==> src/rtl/mem_dump_pkg.sv <==
// Shared defaults, FSM encoding and small helpers for the memory dump engine.
package mem_dump_pkg;

    localparam int unsigned DEFAULT_ADRS_W     = 11;
    localparam int unsigned DEFAULT_DATA_W     = 32;
    localparam int unsigned DEFAULT_FIFO_DEPTH = 2;

    typedef enum logic [1:0] {
        ST_IDLE  = 2'd0,
        ST_READ  = 2'd1,
        ST_DRAIN = 2'd2
    } state_t;

    // Pointer width for a buffer of the given depth (at least one bit).
    function automatic int unsigned idx_width(input int unsigned depth);
        return (depth > 1) ? $clog2(depth) : 1;
    endfunction

endpackage

==> src/rtl/dump_fifo.sv <==
// Small synchronous buffer holding {address, data} words with a flush input.
module dump_fifo
    import mem_dump_pkg::*;
#(
    parameter int unsigned WIDTH = DEFAULT_ADRS_W + DEFAULT_DATA_W,
    parameter int unsigned DEPTH = DEFAULT_FIFO_DEPTH
) (
    input  logic                         clk,
    input  logic                         resetn,
    input  logic                         flush,
    input  logic                         push,
    input  logic [WIDTH-1:0]             wdata,
    input  logic                         pop,
    output logic [WIDTH-1:0]             rdata,
    output logic                         valid,
    output logic [$clog2(DEPTH+1)-1:0]   occupancy
);

    localparam int unsigned IDX_W = idx_width(DEPTH);
    localparam int unsigned OCC_W = $clog2(DEPTH + 1);

    logic [WIDTH-1:0] mem [DEPTH];
    logic [IDX_W-1:0] wr_ptr;
    logic [IDX_W-1:0] rd_ptr;
    logic [IDX_W-1:0] wr_ptr_next;
    logic [IDX_W-1:0] rd_ptr_next;
    logic [OCC_W-1:0] occ_q;
    logic [OCC_W-1:0] occ_next;
    logic             valid_q;
    logic             do_pop;

    // Pointer advance with wrap at DEPTH and next occupancy.
    always_comb begin
        do_pop      = pop && valid_q;
        wr_ptr_next = wr_ptr;
        rd_ptr_next = rd_ptr;
        if (push) begin
            wr_ptr_next = (wr_ptr == IDX_W'(DEPTH - 1)) ? '0 : wr_ptr + IDX_W'(1);
        end
        if (do_pop) begin
            rd_ptr_next = (rd_ptr == IDX_W'(DEPTH - 1)) ? '0 : rd_ptr + IDX_W'(1);
        end
        occ_next = occ_q + OCC_W'(push) - OCC_W'(do_pop);
    end

    // Storage, pointers and a registered not-empty flag; flush empties the buffer.
    always_ff @(posedge clk or negedge resetn) begin
        if (!resetn) begin
            for (int i = 0; i < int'(DEPTH); i++) begin
                mem[i] <= '0;
            end
            wr_ptr  <= '0;
            rd_ptr  <= '0;
            occ_q   <= '0;
            valid_q <= 1'b0;
        end else if (flush) begin
            wr_ptr  <= '0;
            rd_ptr  <= '0;
            occ_q   <= '0;
            valid_q <= 1'b0;
        end else begin
            if (push) begin
                mem[wr_ptr] <= wdata;
            end
            wr_ptr  <= wr_ptr_next;
            rd_ptr  <= rd_ptr_next;
            occ_q   <= occ_next;
            valid_q <= (occ_next != '0);
        end
    end

    assign rdata     = mem[rd_ptr];
    assign valid     = valid_q;
    assign occupancy = occ_q;

endmodule

==> src/rtl/mem_dump.sv <==
// Streams a contiguous range of memory words out through a ready/valid port.
module mem_dump
    import mem_dump_pkg::*;
#(
    parameter int unsigned ADRS_W     = DEFAULT_ADRS_W,
    parameter int unsigned DATA_W     = DEFAULT_DATA_W,
    parameter int unsigned FIFO_DEPTH = DEFAULT_FIFO_DEPTH
) (
    input  logic              clk,
    input  logic              resetn,
    input  logic              cpu_en,
    input  logic              start,
    input  logic [ADRS_W-1:0] start_adrs,
    input  logic [ADRS_W:0]   count,
    output logic              r_enable,
    output logic [ADRS_W-1:0] r_adrs,
    input  logic [DATA_W-1:0] r_data,
    output logic              out_valid,
    input  logic              out_ready,
    output logic [DATA_W-1:0] out_data,
    output logic [ADRS_W-1:0] out_adrs,
    output logic              busy,
    output logic              done,
    output logic              err
);

    localparam int unsigned CNT_W  = ADRS_W + 1;
    localparam int unsigned WORD_W = ADRS_W + DATA_W;
    localparam int unsigned OCC_W  = $clog2(FIFO_DEPTH + 1);
    localparam int unsigned LOAD_W = OCC_W + 1;

    state_t            state;
    state_t            state_next;
    logic [ADRS_W-1:0] adrs_q;
    logic [CNT_W-1:0]  remaining_q;
    logic              inflight_q;
    logic [ADRS_W-1:0] inflight_adrs_q;
    logic              busy_q;
    logic              done_q;
    logic              err_q;

    logic              accept;
    logic              issue;
    logic              flush;
    logic              done_next;
    logic              err_next;
    logic              pop;
    logic              push;
    logic              room;
    logic              last_out;
    logic [OCC_W-1:0]  occ;
    logic [LOAD_W-1:0] load;
    logic [WORD_W-1:0] fifo_rdata;

    // Buffer credit: a word leaving this cycle frees its slot for the read issued now.
    assign pop      = out_valid && out_ready;
    assign load     = LOAD_W'(occ) + LOAD_W'(inflight_q) - LOAD_W'(pop);
    assign room     = load < LOAD_W'(FIFO_DEPTH);
    assign last_out = !inflight_q && ((occ == '0) || ((occ == OCC_W'(1)) && pop));
    assign push     = inflight_q && !flush;

    // Next-state, read issue and completion decode.
    always_comb begin
        state_next = state;
        accept     = 1'b0;
        issue      = 1'b0;
        flush      = 1'b0;
        done_next  = 1'b0;
        err_next   = 1'b0;
        case (state)
            ST_IDLE: begin
                if (start) begin
                    if (cpu_en) begin
                        done_next = 1'b1;
                        err_next  = 1'b1;
                    end else if (count == '0) begin
                        done_next = 1'b1;
                    end else begin
                        accept     = 1'b1;
                        state_next = ST_READ;
                    end
                end
            end
            ST_READ: begin
                if (cpu_en) begin
                    flush      = 1'b1;
                    done_next  = 1'b1;
                    err_next   = 1'b1;
                    state_next = ST_IDLE;
                end else if (room) begin
                    issue = 1'b1;
                    if (remaining_q == CNT_W'(1)) begin
                        state_next = ST_DRAIN;
                    end
                end
            end
            ST_DRAIN: begin
                if (cpu_en) begin
                    flush      = 1'b1;
                    done_next  = 1'b1;
                    err_next   = 1'b1;
                    state_next = ST_IDLE;
                end else if (last_out) begin
                    done_next  = 1'b1;
                    state_next = ST_IDLE;
                end
            end
            default: begin
                state_next = ST_IDLE;
            end
        endcase
    end

    // FSM state register.
    always_ff @(posedge clk or negedge resetn) begin
        if (!resetn) begin
            state <= ST_IDLE;
        end else begin
            state <= state_next;
        end
    end

    // Read address/count tracking, in-flight tag and status outputs.
    always_ff @(posedge clk or negedge resetn) begin
        if (!resetn) begin
            adrs_q          <= '0;
            remaining_q     <= '0;
            inflight_q      <= 1'b0;
            inflight_adrs_q <= '0;
            busy_q          <= 1'b0;
            done_q          <= 1'b0;
            err_q           <= 1'b0;
        end else begin
            if (accept) begin
                adrs_q      <= start_adrs;
                remaining_q <= count;
            end else if (issue) begin
                adrs_q      <= adrs_q + ADRS_W'(1);
                remaining_q <= remaining_q - CNT_W'(1);
            end
            inflight_q      <= issue;
            inflight_adrs_q <= adrs_q;
            busy_q          <= (state_next != ST_IDLE);
            done_q          <= done_next;
            err_q           <= err_next;
        end
    end

    dump_fifo #(
        .WIDTH (WORD_W),
        .DEPTH (FIFO_DEPTH)
    ) u_fifo (
        .clk       (clk),
        .resetn    (resetn),
        .flush     (flush),
        .push      (push),
        .wdata     ({inflight_adrs_q, r_data}),
        .pop       (pop),
        .rdata     (fifo_rdata),
        .valid     (out_valid),
        .occupancy (occ)
    );

    assign r_enable = issue;
    assign r_adrs   = adrs_q;
    assign out_adrs = fifo_rdata[WORD_W-1:DATA_W];
    assign out_data = fifo_rdata[DATA_W-1:0];
    assign busy     = busy_q;
    assign done     = done_q;
    assign err      = err_q;

endmodule

==> config.mk <==
export PLATFORM = sky130hd
export DESIGN_NAME = mem_dump
export DESIGN_NICKNAME = d
export VERILOG_FILES = /design/src/rtl/mem_dump_pkg.sv /design/src/rtl/dump_fifo.sv /design/src/rtl/mem_dump.sv
export SDC_FILE = /design/constraint.sdc
export NUM_CORES = 1
export LEC_CHECK = 0
export ABC_CLOCK_PERIOD_IN_PS = 6400
export CORE_UTILIZATION = 55
export DETAILED_ROUTE_END_ITERATION = 10
export PLACE_DENSITY = 0.9
export SYNTH_ARGS = -nofsm -noshare
export SYNTH_HDL_FRONTEND = slang
export SYNTH_SLANG_ARGS = --single-unit
==> constraint.sdc <==
create_clock -name clk -period 6.4 [get_ports clk]
set_input_delay 1.28 -clock clk [delete_from_list [all_inputs] [get_ports clk]]
set_output_delay 1.28 -clock clk [all_outputs]
set_load 0.02 [all_outputs]
==> results of run 1 <==
[registers in the layout (all words and copies together) (netlist names), 2 cells and up]
name / count
remaining_q: 12
u_fifo.mem: 86
u_fifo.occupancy: 2
r_adrs: 11
inflight_adrs_q: 11
state: 2
[final timing paths]
check,startpoint,end,slack [ps],cells past startpoint
max,out_ready,r_enable,900,9
min,r_adrs[8]$_DFFE_PN0P_,inflight_adrs_q[8]$_DFF_PN0_,460,0
max reg2reg,u_fifo.valid$_DFF_PN0_,remaining_q[5]$_DFFE_PN0P_,3590,9
min reg2reg,r_adrs[8]$_DFFE_PN0P_,inflight_adrs_q[8]$_DFF_PN0_,460,0
max in group asynchronous,resetn,u_fifo.mem[10]$_DFFE_PN0P_,4250,2
min in group asynchronous,resetn,u_fifo.mem[23]$_DFFE_PN0P_,960,1
[power by group]
| part | total, W | internal (W) | switching, W |
|---|---|---|---|
| combinational | 0.00171 | 0.000960 | 0.000755 |
| sequential | 0.00150 | 0.00120 | 0.000308 |
| clock | 0.000925 | 0.000573 | 0.000353 |
[critical path, stage by stage]
cell and delay [ps]:
clkdlybuf4s50_1 480, and2_1 170, ha_1 240, nand2b_1 150, fa_1 450, xnor2_4 330, nand3_1 250, clkinv_1 230
clkdlybuf4s50_1 640
[routing by layer]
layer,share of wire,vias up
li1,-,1815
met1,0.44,1929
met2,0.50,111
met3,0.050,11
met4,0.0077,0
met5,0,-
[through the flow]
stage	hold slack [ps]	cells
floorplan	474	445
global placement	454	682
detailed placement	442	682
CTS	461	713
global route	477	713
finish	457	713
[area by class of cell]
cell class                      count  area share
Clock buffer                       19      0.0565
Inverter                            9     0.00432
Sequential cell                   131       0.419
Tap cell                          136      0.0217
Timing Repair Buffer              121       0.154
Multi-Input combinational cell    285       0.328
Clock inverter                     12      0.0170
[kinds of logic after synthesis]
| family | count (synthesis) | share of synthesized area |
|---|---|---|
| AO/OA/AOI/OAI | 37 | 0.0365 |
| flip-flops | 131 | 0.550 |
| adder cells (fa/ha/maj) | 11 | 0.0244 |
| AND/OR/NAND/NOR | 79 | 0.0773 |
| buffers and inverters | 29 | 0.0208 |
| multiplexers | 132 | 0.249 |
| XOR/XNOR | 26 | 0.0414 |
[cell usage in the layout, fill, tap and decap left out, types with 2 or more instances in the layout]
cell             count
nand2_1             10
xnor2_1             14
ha_1                10
nor4_1               4
clkinv_2             3
and4b_1              2
or3_1                2
nor3_1               6
a21oi_1             25
nand3_1              4
clkinvlp_4           3
or2_2                2
bufinv_16            2
clkbuf_8             3
clkinv_4             3
a211oi_1             2
o21ai_0              2
dfrtp_1            130
xor2_1              11
a21boi_0             2
and3_1               2
inv_1                8
and2_1               4
clkbuf_16           16
nand2b_1             2
nand4_1              4
buf_4                4
clkdlybuf4s50_1    117
mux2_2             131
o21bai_1             2
nor2_1              25
==> impl_results.md, run 1 <==
- Status: complete, no violations
- RSZ-0062 raised after global routing: no
- Pwr/cell area: between 500 and 600 nW/um^2
- Ys flop type: dfrtp_1
- Rows: 37
- Final Setup Violations: 0
- Area added between synthesis and finish: 31.3%
- Yosys top cell by area: dfrtp_1
- Top cell type's share of synthesized area: 0.550
- Post-DRT Antenna Nets: 0
- Pre-antenna DRT Iters: 4
- Clock sink total: between 100 and 150
- Post-synth top cells: 131 x dfrtp_1, 131 x mux2_2, 25 x a21oi_1, 25 x nor2_1, 14 x xnor2_1
- Synthesis-stage register bit count: 131
- Met3 usage: 0.0656
- Critical Path Source Type: input pin
- Met2 usage: 0.397
- Fin. max-slew vios: 0
- GPL Wtd Cong: 0.868
- Fmax: 0.182 GHz
- Post-synth cell types: 46
- Place WS: 922 ps
- Max FO, Critical Path: 8
- GR peak layer: met2
- Final Cycle Share: 0.859
- Asr flop ratio synth: 1.00
- Layout Nets: between 600 and 700
- Syn avg cell area: 13.4 sq um
- CTS root buf: clkbuf_8
- Vias: 3866
- Maxcap violations: 0
- Resized cells post-CTS: 0
- Initial Utilization: 0.572
- Via density: 5.42
- Max VDD drop: 285 uV
- Fin Clk Skew: 8.04 ps
- Sequential share of the synthesized area: 0.550
- End-of-flow core utilization: 0.751
- Area of the multi-input gates: 2560 sq um
- Core area: about 10000 sq um
- CTS buffer count: 17
- GRT Total Usage: 0.236
- Final instance area: 7820 sq um
- Number of global-route vias before repair: between 4000 and 5000
- Mapped cell area: 5960 sq um
- Antenna violations before repair: 0
- Hpwl dp: a little over 8000 microns
- Max_slew headroom: 0.258
- Total gr overflow: 0
- Setup TNS: 0 ps
- Average wire per standard cell: 17.1 microns
- DRC viols: 0
- Reg clk slew, reported paths: 60 ps
- Starting DRT DRC Count: approximately 150
- Worst skew pair latency: 510 ps
- Critical setup path kind: input pin to output port
- Global-route wire length before repair: 20600 microns
- Post-CTS Setup Bufs: 0
- CP required: 5120 ps
- Register area: 3280 sq um
- CTS Hold Bufs: 0
- Antenna Diode Count: 0
- M1 GR Usage: 0.300
- Port Buf Inserts: 118
- Clock period minus final worst setup slack: 5500 ps
- Net Count, Synth: 516
- Leakage power: 3.38 nW
- CTS Buffer Depth: 2
- Die Height: 106 microns
- Worst min-delay path category: flip-flop to flip-flop
- CP arrival: 4220 ps
- Filler instances: 651
- H-Tree Depth: 4
- Dpl cell area: 7250 sq um
- Largest cells by area after synthesis: dfrtp_1 55%, mux2_2 25%, a21oi_1 2.1%, ha_1 2.1%, xnor2_1 2.1%
- CTS tree: yes
- Worst-Margin Slew: 1110 ps
- Hold Vio Cnt, Final: 0
- Total die area: between 10000 and 15000 sq um
- Fin worst setup slack: 901 ps
- Die width: ~110 microns
- IO Count: 119
- Synth Instances: 445
- EDFF count, synth: 0
- Largest net degree at the start of global routing: 83
- Yosys warns: 0
- Final Routed Wirelength: 12200 microns
- Final Power: 0.00414 W
- Layout cells sized above 1: 0.314
- Critical path capture point type: output port
Note: power is estimated with default switching activity, not from simulation.
==> inputs of run 2 (changes only) <==
- CTS_BUF_LIST: unset -> sky130_fd_sc_hd__clkbuf_4 sky130_fd_sc_hd__clkbuf_8
- SLEW_MARGIN: unset -> 25
==> run 2 against run 1 <==
Net effect:
- cell area down 1.0%
- clock power fell by 11%
- first-iteration DRC count is 18% lower
- register-to-register slack worse by 60 ps
- sequential cell count unchanged
- critical path type unchanged
- critical endpoint unchanged
==> impl_results.md, run 2 (synthesis gave the netlist of run 1 again) <==
- Status: complete, no violations
- Total die area: 11300 sq um
- Antenna violations before repair: 0
- Most frequent cells in the layout: 131 x mux2_2, 130 x dfrtp_1, 117 x clkdlybuf4s50_1
- Worst skew pair latency: 430 ps
- Die Height: 106 microns
- CTS root buf: clkbuf_8
- DRC viols: 0
- RSZ-0062 raised after global routing: no
- Final Routed Wirelength: around 12000 microns
- Port Buf Inserts: 118
- CTS Hold Bufs: 0
- Largest register FFs: 86
- Clock sink total: around 130
- Worst min-delay path category: flip-flop to flip-flop
- Via density: 5.49
- Place WS: 934 ps
- Layout cells sized above 1: 0.314
- Leakage power: 3.36 nW
- CTS Buffer Depth: 2
- Maxcap violations: 0
- Largest net degree at the start of global routing: 83
- CTS tree: yes
- Core area: between 10000 and 15000 sq um
- Resized cells post-CTS: 0
- Worst hold stages: 0
- Biggest regs: u_fifo.mem: 86 flops, remaining_q: 12 flops
- Critical Path Source Type: input pin
- Clock period minus final worst setup slack: 5490 ps
- GRT Total Usage: 0.234
- GPL Wtd Cong: 0.868
- Final Cycle Share: 0.858
- Vias: around 3900
- Critical path capture point type: output port
- Filler instances: 672
- Fin worst setup slack: roughly 910 ps
- Reg-to-reg endpoint: remaining_q[5]$_DFFE_PN0P_
- Setup TNS: 0 ps
- R2R depth: 9
- Post-CTS Setup Bufs: 0
- HP Start: r_adrs[8]$_DFFE_PN0P_
- Max FO, Critical Path: 8
- Fmax: ~0.18 GHz
- Most common cell after layout, fill and taps aside: mux2_2
- Max VDD drop: 259 uV
- Reg clk slew, reported paths: approximately 70 ps
- Area added between synthesis and finish: 30.0%
- CTS buffer count: 17
- Hpwl dp: around 8000 microns
- Critical setup path kind: input pin to output port
- Starting DRT DRC Count: 124
- Final Setup Violations: 0
- Initial Utilization: 0.572
- Average wire per standard cell: 16.9 microns
- H-Tree Depth: 4
- IO Count: 119
- Rows: 37
- Die width: roughly 110 microns
- Post-DRT Antenna Nets: 0
- Top reg by flops: u_fifo.mem
- Antenna Diode Count: 0
- Worst path most repeated cell: clkdlybuf4s50_1
- Max_slew headroom: 0.502
- Layout Nets: around 640
- CP max stage cell: clkdlybuf4s50_1
- FF-to-FF setup slack: 3530 ps
- Crit Reg-Reg Startpoint: u_fifo.valid$_DFF_PN0_
- Total gr overflow: 0
- CP required: 5120 ps
- Fin Clk Skew: about 14 ps
- Hold Crit Endpoint: inflight_adrs_q[8]$_DFF_PN0_
- Fin. max-slew vios: 0
- Hold Vio Cnt, Final: 0
- Pre-antenna DRT Iters: 4
- Number of global-route vias before repair: 4190
- Worst-Margin Slew: 747 ps
- CP arrival: 4210 ps
- Max incr delay on CP: around 630 ps
- Global-route wire length before repair: 20400 microns
- CP Cell Sequence: clkdlybuf4s50_1 > and2_1 > ha_1 > nand2b_1 > fa_1 > xnor2_4 > nand3_1 > clkinv_1 > clkdlybuf4s50_1
- Pwr/cell area: 520 nW/um^2
## run 2: changes by cell type in the layout (fill, tap and decap cells not counted), sizes merged
cell / change
clkinv: -4
inv: -1
clkinvlp: -2
clkbuf: +4
bufinv: +3
## run 2: power breakdown
| part | internal, W | switching, W | leakage, nW |
|---|---|---|---|
| registers | 0.00120 | 0.000308 | 1.59 |
| logic | 0.000956 | 0.000744 | 1.53 |
| clock network | 0.000519 | 0.000306 | 0.242 |
| total | 0.00267 | 0.00136 | 3.36 |
## run 2: stage by stage
stage / cell area [sq um] / util / hold WS, ps / total power, W / cells
3_3_place_gp: 7250 / 0.696 / 454 / 0.00314 / 682
5_1_grt: 7740 / 0.743 / 482 / 0.00425 / 713
2_1_floorplan: 5960 / - / 474 / 0.00251 / 445
3_5_place_dp: 7250 / 0.696 / 447 / 0.00322 / 682
4_1_cts: 7740 / 0.743 / 467 / 0.00406 / 713
6_report: 7740 / 0.743 / 469 / 0.00403 / 713
## run 2: worst max-delay path: cells and delay by family
kind | cells | cell delay, ps
adder cells (fa/ha/maj) | 2 | 690
AND/OR/NAND/NOR | 3 | 570
buffers and inverters | 3 | 1340
XOR/XNOR | 1 | 310
## run 2: layout make-up
class | count | area (sq um) | area share
inverters | 9 | 33.8 | 0.00436
multi-input cells | 285 | 2570 | 0.332
repair buffers | 121 | 1200 | 0.156
flip-flops and latches | 131 | 3280 | 0.424
well taps | 136 | 170 | 0.0220
clock inverters | 8 | 171 | 0.0221
clock buffers | 23 | 310 | 0.0401
## run 2: worst max-delay path by stage
stage	from	slack [ps]	endpoint	depth (start not counted)
after floorplan	out_ready	2160	r_enable	7
after global placement	out_ready	980	r_enable	9
after detailed placement	out_ready	930	r_enable	9
after CTS	out_ready	880	r_enable	9
after global routing	out_ready	740	r_enable	9
final	out_ready	910	r_enable	9
## run 2: metal layers
| layer | GRT usage | share of wire | up-vias |
|---|---|---|---|
| met5 | 0 | 0 | - |
| met4 | 0.0724 | 0.0087 | 0 |
| met3 | 0.0576 | 0.051 | 10 |
| met2 | 0.393 | 0.50 | 126 |
| met1 | 0.299 | 0.44 | 1970 |
| li1 | - | - | 1811 |
